### config.mk
export PLATFORM = sky130hd
export DESIGN_NAME = dmem_responder
export DESIGN_NICKNAME = d
export VERILOG_FILES = /design/src/rtl/dmem_responder.sv
export SDC_FILE = /design/constraint.sdc
export NUM_CORES = 2
export LEC_CHECK = 0
export CAP_MARGIN = 20
export CORE_UTILIZATION = 50
export CTS_CLUSTER_DIAMETER = 150
export CTS_CLUSTER_SIZE = 10
export DETAILED_ROUTE_END_ITERATION = 8
export PLACE_DENSITY = 0.64
export SYNTH_ARGS = -nofsm -noshare
export SYNTH_HDL_FRONTEND = slang
export SYNTH_SLANG_ARGS = --single-unit
export TNS_END_PERCENT = 30
### constraint.sdc
create_clock -name clk -period 5.4 [get_ports clk]
set_input_delay 0.81 -clock clk [delete_from_list [all_inputs] [get_ports clk]]
set_output_delay 0.81 -clock clk [all_outputs]
set_load 0.02 [all_outputs]
### src/rtl/dmem_responder.sv
// dmem_responder: word-addressed data memory answering one request at a time
// after WAIT_CYCLES wait states, with error flagging and a saturating error count.
module dmem_responder #(
  parameter int ADDR_WORDS_LOG2 = 6,
  parameter int WAIT_CYCLES = 2
) (
  input  logic        clk,
  input  logic        rst_n,
  input  logic        req_valid,
  output logic        req_ready,
  input  logic        req_we,
  input  logic [31:0] req_addr,
  input  logic [31:0] req_wdata,
  output logic        rsp_valid,
  input  logic        rsp_ready,
  output logic [31:0] rsp_rdata,
  output logic        rsp_err,
  output logic        busy,
  output logic [7:0]  err_count
);
  typedef enum logic [1:0] {IDLE, WAIT, RESP} state_t;
  localparam logic [3:0] CNT_LOAD = WAIT_CYCLES == 0 ? 4'd0 : 4'(WAIT_CYCLES - 1);
  state_t state, nxt;
  logic [3:0] cnt;
  logic we_q;
  logic [31:0] addr_q, wdata_q;
  logic [31:0] mem [2**ADDR_WORDS_LOG2];
  logic accept, handshake, enter_resp, cur_we, cur_err;
  logic [31:0] cur_addr, cur_wdata;
  logic [ADDR_WORDS_LOG2-1:0] idx;
  // With zero wait states RESP is entered on the accepting edge, so use the live request
  always_comb begin
    accept = state == IDLE && req_valid;
    handshake = state == RESP && rsp_ready;
    enter_resp = (accept && WAIT_CYCLES == 0) || (state == WAIT && cnt == 4'd0);
    cur_we = state == IDLE ? req_we : we_q;
    cur_addr = state == IDLE ? req_addr : addr_q;
    cur_wdata = state == IDLE ? req_wdata : wdata_q;
    cur_err = cur_addr[1:0] != 2'b00 || |(cur_addr[31:2] >> ADDR_WORDS_LOG2);
    idx = cur_addr[ADDR_WORDS_LOG2+1:2];
    nxt = enter_resp ? RESP : accept ? WAIT : handshake ? IDLE : state;
  end
  always_ff @(posedge clk or negedge rst_n)
    if (!rst_n) begin
      state <= IDLE;
      cnt <= '0;
      we_q <= 1'b0;
      addr_q <= '0;
      wdata_q <= '0;
      rsp_valid <= 1'b0;
      rsp_rdata <= '0;
      rsp_err <= 1'b0;
      err_count <= '0;
      busy <= 1'b0;
      req_ready <= 1'b1;
    end else begin
      if (accept) begin
        we_q <= req_we;
        addr_q <= req_addr;
        wdata_q <= req_wdata;
        cnt <= CNT_LOAD;
      end else if (state == WAIT && cnt != 4'd0) cnt <= cnt - 4'd1;
      if (enter_resp) begin
        rsp_valid <= 1'b1;
        rsp_err <= cur_err;
        rsp_rdata <= (cur_err || cur_we) ? '0 : mem[idx];
      end else if (handshake) rsp_valid <= 1'b0;
      if (handshake && rsp_err && err_count != 8'hFF) err_count <= err_count + 8'd1;
      state <= nxt;
      busy <= nxt != IDLE;
      req_ready <= nxt == IDLE;
    end
  // Gated by rst_n so a store abandoned by reset never lands
  always_ff @(posedge clk)
    if (rst_n && enter_resp && cur_we && !cur_err) mem[idx] <= cur_wdata;
endmodule
---- Yosys cells after proc, flatten, opt, wreduce, memory -nomap -nowiden ----
Memory sizes are Yosys's and may differ from the RTL's.
Cells that the tools add are included.
W data, S select, Z words.
storage, ports and cells
  register bits after elaboration ......... 115
  memory bits (writable) .................. 2048
  bits of input ports ..................... 69
  output and inout port bits .............. 44
  logic and storage cells ................. 51
  memories ................................ 1
memory list
  memory  depth  bits a word  read ports  clocked after Yosys merged registers in  write ports  RTL line  text
  mem     64     32           1           0                                        1            27        logic [31:0] mem [2**ADDR_WORDS_LOG2];
cells by class
  $add $sub $neg .......................... 2
  equal/unequal tests ..................... 3
  multiplexer cells ....................... 13
  reduce and logical (&&, ||, !) cells .... 21
operators by type and width
  cell                   count
  $mux W32               3
  $reduce_or A24 Y1      1
  $logic_and A1 B1 Y1    9
  $add A8 B1 Y8 const B  1
  $mux W4                2
  $ne A8 B8 Y1 const B   1
  $reduce_bool A2 Y1     4
  $mux W2                3
  $mux W1                5
  $logic_not A2 Y1       2
  $logic_not A4 Y1       1
  $reduce_bool A4 Y1     1
  $sub A4 B1 Y4 const B  1
  $eq A2 B1 Y1 const B   1
  $eq A2 B2 Y1 const B   1
  $logic_or A1 B1 Y1     2
  $logic_not A1 Y1       1

---- Depth between registers and ports, before layout ----
  depth after elaboration ................. 8
  depth in mapped cells ................... 13
  depth with buffers taken out ............ 9

---- Least setup slack after synthesis ----
OpenSTA, ideal clock, no wires.
  path kind ............................... input to register
  from .................................... input port req_addr[14]
  to ...................................... memory mem[10][0], enable pin
  setup time .............................. 0.421 ns
  arrival ................................. 3.824 ns
  data required time ...................... 4.979 ns
  slack ................................... 1.154 ns
  cell stages on the path ................. 7
  path through ............................ or4_1 -> nor4_1 -> nand4_1 -> a21o_1 -> nor3b_2 -> nand3_1 -> nor2_1
on the way
  longest elaborated chain between the ends .. 7
ends and longest elaborated chain
  item                           RTL line  text
  start: declaration             12        input logic [31:0] req_addr,
  $mux W32                       37        cur_addr = state == IDLE ? req_addr : addr_q;
  $reduce_or A24 Y1              39        cur_err = cur_addr[1:0] != 2'b00 || |(cur_addr[31:2] >> ADDR_WORDS_LOG2);
  $logic_or A1 B1 Y1             39
  $logic_not A1 Y1               75        if (rst_n && enter_resp && cur_we && !cur_err) mem[idx] <= cur_wdata;
  $logic_and A1 B1 Y1            75
  $mux W1                        75
  $mux W1 (not written as such)  75
  end: declaration               27
No other way between the ends.

---- Final worst setup path ----
  from .................................... register state[0]
  to ...................................... register rsp_rdata[4]
on the way
  longest elaborated chain between the ends .. 6
  elaborated cells on any way between the ends .. 11
  those cells by class .................... eq/ne: 1; mux: 3; reduce/logical: 6; memory: 1
ends and longest elaborated chain
  item                                                     RTL line  text
  start: declaration                                       23        state_t state, nxt;
  start signal: assignment                                 69        state <= nxt;
  branches (longest 6 deep; another with $mem_v2 Z64 W32)  --
  end signal: assignment                                   66        rsp_rdata <= (cur_err || cur_we) ? '0 : mem[idx];
  end: declaration                                         16        output logic [31:0] rsp_rdata,
Several ways; the timed one is not identified.
A chain may end at the register's enable or synchronous reset.

==> summary.txt <==
Job
  – Max_cap viols: 0

Timing
  – RSZ-0062 raised after global routing: false
  – Crit share post-route: 89.7%
  – Slew margin rel.: 18.8%
  – Final hold vios: 0
  – # setup viols final: 0
  – Setup TNS: 0 ps
  – Slew @ Worst Pin: 1210 ps
  – Worst Skew: 68.1 ps
  – Max Slew Vio Count: 0
  – Fmax: 0.206 GHz
  – Period minus WS final: 4850 ps

Worst hold path
  – Worst hold-check path type: input port to asynchronous set/reset pin

Global routing
  – Grt total ovfl: 0
  – Vias in the first global route: 51170
  – Initial antenna violation count: 14
  – GRT Total Usage: 34.8%
  – Met1 Use GR: 48.1%
  – Pin count of the biggest net entering global routing: 91
  – Grt met2 use: 51.3%
  – Most Crowded Layer GR: met2
  – Global-route wire length before repair: 396000 µm
  – GR Util met3: 10.0%

Setup path
  – CP max FO: 41
  – CP endpoint kind: flip-flop
  – Most frequent CP cell: o22ai_1
  – Top Family by Delay on Critical Path: simple AND/OR/NAND/NOR gates
  – Stages on worst setup path: 10
  – Worst EP required: 6200 ps
  – Worst setup SP type: flip-flop
  – Buf/Inv on CP: 2
  – Largest stage delay, worst path: 830 ps
  – Critical-path cell with the highest stage delay: nor3_1
  – Setup CP Type: flip-flop to flip-flop
  – WP data arrival: 5640 ps
  – Cell Chain, Critical Path: nor2_4, mux2_8, nand2_4, buf_12, buf_4, o22ai_1, nor4_1, o22ai_1, nor3_1, a32o_1
  – Cells on worst reg2reg path: 10

Yosys
  – Avg Cell Area, Syn: 14.9 µm²
  – Cell count after synthesis: 5474
  – Synth top area share: 75.6%
  – Yosys warns: 0
  – Asr flop ratio synth: 5.32%
  – Primary FF master, synth: edfxtp_1
  – Dominant cell type by area after synthesis: edfxtp_1
  – Mapped Area: 81300 µm²
  – Syn Nets: 5546
  – Number of distinct library cells after synthesis: 69
  – Seq/Total Area, Yosys: 79.2%
  – Seq cells post-synth: 2163
  – Top cells by area, synth: edfxtp_1, nand2_1, o22ai_1, dfrtp_1, a21oi_1
  – Number of flops mapped to enable cells by yosys: 2048

Clock network
  – Clock slew at reported path FFs: 70 ps
  – Clock tree root driver cell: clkbuf_16
  – CTS H-tree depth: 4
  – Clock buffer count from CTS: 234
  – CTS tree: built
  – Clk buf depth: 3
  – CTS resizes: 0
  – Sink Count: 2163
  – Clock latency on the worst-skew pair: 870 ps

Pwr
  – PwrDens: 580 nW/µm²
  – Leakage: 31.2 nW
  – VDD IR-drop max: 0.569 mV

Drt
  – Initial DRT Pass Iterations: 6
  – Via count: 54325
  – Drt wl/cell: 35.1 µm
  – Vias per inst: 6.69
  – DRT iter0 DRCs: 9411
  – Wirelength, routed: 285000 µm
  – DRC Markers: 0
  – ANT nets after route: 0

Die
  – Initial Util: 50.5%
  – Area of the core: 161000 µm²
  – Die ar.: 164000 µm²
  – DIE WIDTH: 405 µm
  – Die height: 405 µm
  – I/O Pins: 113
  – Site Rows: 147

Final layout
  – Design Area, Final: 94400 µm²
  – Synth-to-Final Area Change: 16.0%
  – Layout net count: 5860
  – Share of cells above drive strength 1: 11.6%

Place
  – Placer Congestion: 0.898
  – Placed Instance Area: 87500 µm²
  – IO buf count: 112
  – DP HPWL: 166000 µm

Status
  – Status: finished, final reports clean
## final timing paths
path | startpoint | to | slack (ps)
worst min register to register | wdata_q[14]$_DFFE_PN0P_ | wdata_q[14]$_DFFE_PN0P_ | 480
min in group clk | wdata_q[14]$_DFFE_PN0P_ | wdata_q[14]$_DFFE_PN0P_ | 480
worst min-delay path | rst_n | rsp_rdata[16]$_DFFE_PN0P_ | 420
worst max register to register | state[0]$_DFF_PN0_ | rsp_rdata[4]$_DFFE_PN0P_ | 550
max in group asynchronous | rst_n | rsp_rdata[20]$_DFFE_PN0P_ | 3600
worst max-delay path | state[0]$_DFF_PN0_ | rsp_rdata[4]$_DFFE_PN0P_ | 550
## cells in the mapped netlist, types with 5 or more instances
cell and number:
buf_1 59, xor2_1 5, a31oi_1 107, a32o_1 25
nor4_1 131, a21boi_0 6, dfrtp_1 114, nor3_1 74
buf_6 5, mux2i_1 82, a22o_1 11, edfxtp_1 2048
nand3_1 169, buf_2 112, or4_1 9, nand4_1 7
a21oi_1 296, o22a_1 9, nand3b_1 6, o21ai_0 11
nor2_1 335, clkbuf_1 148, inv_1 7, o221ai_1 6
o22ai_1 461, a32oi_1 86, and3_1 20, a211oi_1 7
nand2_1 1017, a22oi_1 12, buf_4 8
## sequential cells by signal, summed over array words and instances (netlist names)
register   cells
busy           1
err_count      8
req_ready      1
addr_q        32
cnt            4
state          2
rsp_rdata     32
we_q           1
rsp_err        1
mem         2048
wdata_q       32
rsp_valid      1
## routing by layer
layer	share of wire, %	vias up
met1	36	27215
met5	0.020	-
li1	-	21741
met3	15	769
met4	5.1	8
met2	44	4592
## through the flow
step                      hold slack [ps]  power (mW)  setup slack, ps  util, %  std cells
after floorplan                       437        31.0             1150        -       5474
after global placement                451        39.6              140     54.4       7707
after detailed placement              461        39.9              303     54.4       7708
after CTS                             402        54.1              652     58.6       8110
after global routing                  424        55.9              542     58.6       8113
final                                 420        54.8              554     58.6       8118
## layout make-up
cell class,instances,area (µm²)
Timing Repair Buffer,410,4210
Inverter,7,26.3
Fill cell,12202,66600
Antenna cell,5,12.5
Sequential cell,2163,64400
Clock inverter,13,262
Clock buffer,388,6500
Tap cell,2160,2700
Multi-Input combinational cell,2972,16300
## kinds of logic after synthesis
logic type | count (synthesis) | synth area share [%]
adders and majority gates | 3 | 0.0462
DFF | 2163 | 79.2
AOI/OAI and AO/OA | 1073 | 8.39
xor gates and xnor gates | 9 | 0.0969
and+or+nand+nor | 1799 | 9.38
buffers and inverters | 339 | 1.82
muxes | 88 | 1.10
## where the power goes
| part | internal [mW] | total [mW] | switching, mW |
|---|---|---|---|
| sequential | 21.7 | 22.0 | 0.218 |
| combinational | 4.14 | 18.3 | 14.1 |
| clock | 8.12 | 14.5 | 6.40 |
| total | 34.0 | 54.8 | 20.8 |
## timing repair
action / in CTS / in global routing
buffers inserted: 0 / 0
hold buffers: 1 / 0
endpoints found under the hold margin: 25 / 0
## placed cells by master (no fill, tap or decap), drive strengths merged, types with 83 or more instances in the layout
cell type	netlist	final
dfrtp	114	114
buf	184	297
nor2	337	337
a31oi	107	107
mux2i	83	83
a21oi	297	297
nor4	131	131
clkbuf	148	389
clkdlybuf4s50	0	111
edfxtp	2048	2048
nand3	169	169
nand2	1017	1017
a32oi	86	86
o22ai	461	461
(Power assumes the default switching activity.)
